### config.mk
export PLATFORM = sky130hd
export DESIGN_NAME = sync_fifo_ext
export DESIGN_NICKNAME = d
export VERILOG_FILES = /design/src/rtl/sync_fifo_pkg.sv /design/src/rtl/sync_fifo_mem.sv /design/src/rtl/sync_fifo_ext.sv
export SDC_FILE = /design/constraint.sdc
export NUM_CORES = 1
export LEC_CHECK = 0
export CAP_MARGIN = 0
export CELL_PAD_IN_SITES_DETAIL_PLACEMENT = 1
export CELL_PAD_IN_SITES_GLOBAL_PLACEMENT = 2
export CORE_UTILIZATION = 45
export CTS_BUF_LIST = sky130_fd_sc_hd__clkbuf_8
export DETAILED_ROUTE_END_ITERATION = 7
export PLACE_DENSITY_LB_ADDON = 0.1
export SETUP_SLACK_MARGIN = 0.1
export SLEW_MARGIN = 20
export SYNTH_ARGS = -nofsm -noshare
export SYNTH_HDL_FRONTEND = slang
export SYNTH_SLANG_ARGS = --single-unit
### constraint.sdc
create_clock -name clk -period 4.7 [get_ports clk]
set_input_delay 0.47 -clock clk [delete_from_list [all_inputs] [get_ports clk]]
set_output_delay 0.47 -clock clk [all_outputs]
set_load 0.005 [all_outputs]
### src/rtl/sync_fifo_pkg.sv
// Shared constants and helpers for the sync_fifo family.
package sync_fifo_pkg;

  localparam int FIFO_MODE_REG  = 0;
  localparam int FIFO_MODE_FWFT = 1;

  // Occupancy needs one bit more than the pointers to represent "full".
  function automatic int lvl_w(input int depth);
    return $clog2(depth) + 1;
  endfunction

endpackage

### src/rtl/sync_fifo_mem.sv
// Storage array: one synchronous write port, one asynchronous read port.
module sync_fifo_mem #(
  parameter int DEPTH    = 8,
  parameter int DATA_WID = 8,
  localparam int AW      = $clog2(DEPTH)
) (
  input  logic                i_clk,
  input  logic                i_we,
  input  logic [AW-1:0]       i_waddr,
  input  logic [DATA_WID-1:0] i_wdata,
  input  logic [AW-1:0]       i_raddr,
  output logic [DATA_WID-1:0] o_rdata
);

  logic [DATA_WID-1:0] r_mem [DEPTH];

  always_ff @(posedge i_clk) begin
    if (i_we) r_mem[i_waddr] <= i_wdata;
  end

  assign o_rdata = r_mem[i_raddr];

endmodule

### src/rtl/sync_fifo_ext.sv
// Single-clock FIFO with registered or first-word-fall-through read, occupancy
// flags, synchronous flush and overflow/underflow pulses.
module sync_fifo_ext
  import sync_fifo_pkg::*;
#(
  parameter int DEPTH     = 8,
  parameter int DATA_WID  = 8,
  parameter int MODE      = FIFO_MODE_REG,
  parameter int AF_THRESH = DEPTH - 1,
  parameter int AE_THRESH = 1
) (
  input  logic                       clk,
  input  logic                       rstn,
  input  logic                       wr_en,
  input  logic [DATA_WID-1:0]        data_in,
  input  logic                       rd_en,
  input  logic                       flush,
  output logic [DATA_WID-1:0]        data_out,
  output logic                       data_vld,
  output logic                       full,
  output logic                       empty,
  output logic                       almost_full,
  output logic                       almost_empty,
  output logic [lvl_w(DEPTH)-1:0]    level,
  output logic                       overflow,
  output logic                       underflow
);

  localparam int AW    = $clog2(DEPTH);
  localparam int LVL_W = lvl_w(DEPTH);

  if (DEPTH < 2 || (DEPTH & (DEPTH - 1)) != 0) begin : g_bad_depth
    $error("sync_fifo_ext: DEPTH must be a power of two >= 2");
  end
  if (MODE != FIFO_MODE_REG && MODE != FIFO_MODE_FWFT) begin : g_bad_mode
    $error("sync_fifo_ext: MODE must be 0 or 1");
  end
  if (AF_THRESH < 1 || AF_THRESH > DEPTH) begin : g_bad_af
    $error("sync_fifo_ext: AF_THRESH out of range 1..DEPTH");
  end
  if (AE_THRESH < 0 || AE_THRESH > DEPTH - 1) begin : g_bad_ae
    $error("sync_fifo_ext: AE_THRESH out of range 0..DEPTH-1");
  end

  logic [AW-1:0]       r_wr_ptr;
  logic [AW-1:0]       r_rd_ptr;
  logic [LVL_W-1:0]    r_level;
  logic                r_ovf;
  logic                r_udf;
  logic                w_wr_acc;
  logic                w_rd_acc;
  logic [DATA_WID-1:0] w_rdata;

  assign full         = (r_level == LVL_W'(DEPTH));
  assign empty        = (r_level == '0);
  assign almost_full  = (r_level >= LVL_W'(AF_THRESH));
  assign almost_empty = (r_level <= LVL_W'(AE_THRESH));
  assign level        = r_level;
  assign overflow     = r_ovf;
  assign underflow    = r_udf;

  assign w_wr_acc = wr_en && !full;
  assign w_rd_acc = rd_en && !empty;

  // Flush overrides both requests, so storage must not be written on that edge.
  sync_fifo_mem #(
    .DEPTH    (DEPTH),
    .DATA_WID (DATA_WID)
  ) u_mem (
    .i_clk   (clk),
    .i_we    (w_wr_acc && !flush),
    .i_waddr (r_wr_ptr),
    .i_wdata (data_in),
    .i_raddr (r_rd_ptr),
    .o_rdata (w_rdata)
  );

  always_ff @(posedge clk or negedge rstn) begin
    if (!rstn) begin
      r_wr_ptr <= '0;
      r_rd_ptr <= '0;
      r_level  <= '0;
      r_ovf    <= 1'b0;
      r_udf    <= 1'b0;
    end else if (flush) begin
      r_wr_ptr <= '0;
      r_rd_ptr <= '0;
      r_level  <= '0;
      r_ovf    <= 1'b0;
      r_udf    <= 1'b0;
    end else begin
      if (w_wr_acc) r_wr_ptr <= r_wr_ptr + AW'(1);
      if (w_rd_acc) r_rd_ptr <= r_rd_ptr + AW'(1);
      case ({w_wr_acc, w_rd_acc})
        2'b10:   r_level <= r_level + LVL_W'(1);
        2'b01:   r_level <= r_level - LVL_W'(1);
        default: r_level <= r_level;
      endcase
      r_ovf <= wr_en && full;
      r_udf <= rd_en && empty;
    end
  end

  if (MODE == FIFO_MODE_FWFT) begin : g_fwft
    // Head is shown only while it holds a real entry, so reset reads as zero.
    assign data_out = empty ? '0 : w_rdata;
    assign data_vld = !empty;
  end else begin : g_reg
    logic [DATA_WID-1:0] r_dout;
    logic                r_dvld;

    always_ff @(posedge clk or negedge rstn) begin
      if (!rstn) begin
        r_dout <= '0;
        r_dvld <= 1'b0;
      end else if (flush) begin
        r_dvld <= 1'b0;
      end else begin
        r_dvld <= w_rd_acc;
        if (w_rd_acc) r_dout <= w_rdata;
      end
    end

    assign data_out = r_dout;
    assign data_vld = r_dvld;
  end

endmodule

Yosys cells after proc, flatten, opt, wreduce, memory -nomap -nowiden
Memory sizes are Yosys's and may differ from the RTL's. A register that Yosys moved wholly into a read port is not among the register bits. Cells that the tools add are included.

Add/subtract/negate cells: 4. $lt $le $gt $ge: 2. Eq/ne operators: 3. Multiplexer cells: 11. Bitwise operators: 1. Reduce and logical (&&, ||, !) cells: 14.

Operator list (count): $mux 3 (4); $pmux 4 s2 (1); $add 3x1->3 const B (2); $logic_and 1x1->1 (5); $mux 1 (5); $add 4x1->4 const B (1); $eq 4x4->1 const B (1); $ge 4x3->1 const B (1); $le 4x1->1 const B (1); $logic_not 1->1 (4); $logic_not 4->1 (1); $mux 4 (1); $reduce_bool 2->1 (2); $sub 4x1->4 const B (1); $reduce_bool 3->1 (1); $eq 2x1->1 const B (1); $eq 2x2->1 const B (1); $reduce_and 2->1 (1); $not 1->1 (1).

Register bits: 13. Bits in writable memories: 64. Bits of input ports: 13. Output and inout bits: 19. Logic and storage cells: 42. Memories: 1.

Memory list: u_mem.r_mem (words 8, bits a word 8, rd ports 1, clocked after memory_dff 1, wr ports 1, line sync_fifo_mem.sv:15) `logic [DATA_WID-1:0] r_mem [DEPTH];`.

Depth between registers and ports, before layout
Depth in word-level cells: 6. Mapped depth: 8.

Hierarchy
From an unflattened synthesis, not the netlist that was laid out.

Cell total of the unflattened synthesis: 215. Area total of the unflattened synthesis: 3662.3 um^2.

Modules (own cells, without submodules): sync_fifo_mem (instances 1, cells an instance 106, area each 2531.2 um^2, seq. area each 1921.8 um^2); sync_fifo_ext (instances 1, cells an instance 109, area each 1131.1 um^2, seq. area each 525.5 um^2).

Worst setup path before layout
Ideal clock, no wire load.

Path type: register to register. Start: reg r_level[0] (netlist: level[0]). End: mem u_mem.r_mem[2][0] (enable). Setup time: 370 ps. Arrival: 1877 ps. Path slack: 2452 ps. Stages on the path, launching flop included: 7. Buffers on the path: 0. Period minus slack after synthesis: 2248 ps. Path through: dfrtp_1 -> inv_1 -> ha_1 -> nand3b_2 -> inv_2 -> or4b_4 -> nor2_1.

Longest elaborated chain between the ends: 6.

RTL lines: start, declared (line sync_fifo_ext.sv:47) `logic [LVL_W-1:0] r_level;`; start signal, assigned (line sync_fifo_ext.sv:95) `2'b10: r_level <= r_level + LVL_W'(1);`; start signal, assigned (line sync_fifo_ext.sv:96) `2'b01: r_level <= r_level - LVL_W'(1);`; start signal, assigned (line sync_fifo_ext.sv:97) `default: r_level <= r_level;`; $eq 4x4->1 (line sync_fifo_ext.sv:54) `assign full = (r_level == LVL_W'(DEPTH));`; via full (line sync_fifo_ext.sv:20) `output logic full,`; $logic_not 1->1 (line sync_fifo_ext.sv:62) `assign w_wr_acc = wr_en && !full;`; $logic_and 1x1->1 (line sync_fifo_ext.sv:62); $logic_and 1x1->1 (line sync_fifo_ext.sv:71) `.i_we (w_wr_acc && !flush),`; $mux 1 (line sync_fifo_mem.sv:18) `if (i_we) r_mem[i_waddr] <= i_wdata;`; $mux 1 (not written as such) (line sync_fifo_mem.sv:18); end, declared (line sync_fifo_mem.sv:15).

The timed path passes the listed nets, and every way through them passes these cells.

Worst setup path in the final report
Start: reg r_level[1] (netlist: level[1]). End: out empty.

Longest elaborated chain between the ends: 1.

RTL lines: $logic_not 4->1 (line sync_fifo_ext.sv:55) `assign empty = (r_level == '0);`; end, declared (line sync_fifo_ext.sv:21) `output logic empty,`.

Every way passes these cells.

==> reports/qor.yml <==
yosys_warnings: 0
final_net_count: 298
pwr-share-clk: 0.259
power_leakage_nw: 1.49
overflow: 0
die_w_um: 91.5
num-fill-cells: 745
area_delta_synth_final_pct: 16.4
cp-startpoint: "level[1]"
maxCapViolations: 0
rsz0062_at_grt: "false"
skew_ps: 14.1
holdCritPathClass: "in2async"
p_switching_uw: 639
diodes: 0
synth.cell_area_mm2: 0.00360
tightestPinTransition_ps: 997
async_reset_ff_frac: 0.247
syn_nets: 268
synth-edff-count: 64
hold_viol: 0
cts_hold_buf: 0
crit_required_ps: 4230
cp.arrival_ps: 2280
seqPwrFrac: 0.478
grt_pass1_vias: 2031
start_util: 0.466
ys_seq_area_frac: 0.679
cts-root-buf: "clkbuf_8"
place_congestion: 0.740
grt_max_degree: 35
track_usage: 0.190
cts_resized: 0
worst_slack_ps: 1950
cts_tree: "yes"
cts_setup_buffers: 0
utilization: 0.542
tns_ps: 0
clock.fmax_mhz: 364
dpl_cell_area_mm2: 0.00398
post-dp-hpwl_um: 4990
drtIter0Drc: 68
p_total_mw: 2.08
fin_area_mm2: 0.00419
timing.hold.ws_ps: 63.2
row_count: 32
critical_path.endpoint_type: "primary output"
synthDistinctLibCells: 40
period_minus_slack_ps: 2750
clk-insertion-delay-late_ps: 360
ios: 32
detail-route-antenna-nets: 0
synth_cells: 249
slew_headroom: 0.335
clock_sinks: 85
pwr-share-comb: 0.263
htreeDepth: 3
die_area_mm2: 0.00837
setup_viol: 0
viasPerCell: 5.22
core_mm2: 0.00773
io_buffer_count: 31
drv_slew: 0
reg2reg_from: "level[0]"
drt_pass1_iterations: 4
final_cells: 386
grt_pass1_wl_um: 11400
placed_cells: 370
p_sw_frac: 0.307
p_int_mw: 1.44
multiInputGateArea_mm2: 0.00105
vias: 2016
cts_buffers: 9
critPathMaxFanout: 6
register_area_mm2: 0.00245
clk_path_buf_depth: 2
ys_ff_latch: 85
cp-start-kind: "flop"
critPathKind: "reg2out"
post_drt_wl_per_cell_um: 18.2
drive_gt1_frac: 0.0986
finalCritPeriodShare: 0.585
antenna_found_initial: 0
power_density_mw_per_mm2: 497
drcViolationCount: 0
syn_area_per_cell_um2: 14.5
vdd_drop_max_uv: 220
clk_pin_slew_ps: 100
routed_wl_um: 7030
die_h_um: 91.5
status: "completed"
synth-main-ff-cell: "edfxtp_1"
dp_slack_ps: 1840
per-layer routing:
| metal | track usage | wire length [um] | vias to the layer above |
|---|---|---|---|
| met1 | 0.287 | 3700 | 987 |
| li1 | - | - | 992 |
| met3 | 0.0369 | 168 | 9 |
| met5 | 0 | 0 | - |
| met2 | 0.265 | 3050 | 28 |
| met4 | 0.0833 | 108 | 0 |
final timing paths:
check / endpoint / slack (ps) / depth (start not counted)
min in group clk: data_out[4] / 530 / 2
setup reg to reg: u_mem.r_mem[4][7] / 2040 / 6
setup / recovery: empty / 1950 / 5
hold / removal: underflow / 60 / 1
max in group asynchronous: r_rd_ptr[0] / 4270 / 1
hold reg to reg: data_out[4] / 530 / 2
cells in the mapped netlist, types with 2 or more instances:
master	count	area (um^2)
a21oi_1	4	20.0
nor2_1	15	56.3
nor3_1	2	10.0
a211oi_1	2	15.0
a22oi_1	16	120
clkbuf_1	2	7.51
nand4b_1	2	17.5
inv_1	10	37.5
nand2b_1	5	31.3
xor2_1	4	35.0
nand2_1	6	22.5
ha_1	6	75.1
inv_2	2	7.51
mux2i_1	35	350
dfrtp_1	21	526
nor2b_1	5	31.3
buf_2	6	30.0
o21ai_1	8	40.0
nand3_1	12	60.1
edfxtp_1	64	1920
buf_1	3	11.3
state kept, by name, summed over array words and instances (netlist names):
signal       flops
u_mem.r_mem     64
data_out         8
level            4
r_rd_ptr         3
r_wr_ptr         3
data_vld         1
overflow         1
underflow        1
kinds of logic (layout without fill, tap and decap cells):
logic type | count (synthesis) | count (layout) | synth area share
XOR/XNOR | 4 | 4 | 0.00972
AND/OR/NAND/NOR | 58 | 58 | 0.0903
multiplexers | 36 | 36 | 0.100
AO/OA/AOI/OAI | 36 | 36 | 0.0702
flip-flops | 85 | 85 | 0.679
adder cells (fa/ha/maj) | 6 | 6 | 0.0208
buffers and inverters | 24 | 59 | 0.0292
final cells by class:
cell class / instances / area share
Clock buffer: 9 / 0.0296
Inverter: 12 / 0.0107
Timing Repair Buffer: 31 / 0.0728
Multi-Input combinational cell: 140 / 0.252
Tap cell: 102 / 0.0304
Clock inverter: 7 / 0.0206
Sequential cell: 85 / 0.584
power by group through the flow:
stage	Sequential (mW)	Clock, mW	Combinational (mW)
finish	0.997	0.539	0.548
global placement	1.01	0	0.544
detailed placement	1.02	0	0.551
CTS	0.999	0.554	0.553
floorplan	0.940	0	0.387
global route	1.01	0.582	0.606
worst max-delay path: stages, from the launching register on:
cell and delay, ps:
dfrtp_1 430, inv_1 170, ha_1 270, or3b_4 450, inv_2 110, clkdlybuf4s50_1 500
placed cells by master, fill, tap and decap left out, types with 5 or more instances in the layout:
master,instances
nand3_1,12
clkdlybuf4s50_1,30
edfxtp_1,64
o21ai_1,8
nand2b_1,5
nor2b_1,5
clkbuf_8,9
a22oi_1,16
inv_1,10
dfrtp_1,20
nor2_1,15
mux2i_1,35
ha_1,6
nand2_1,6
No activity file was read; power rests on OpenSTA's default activity.
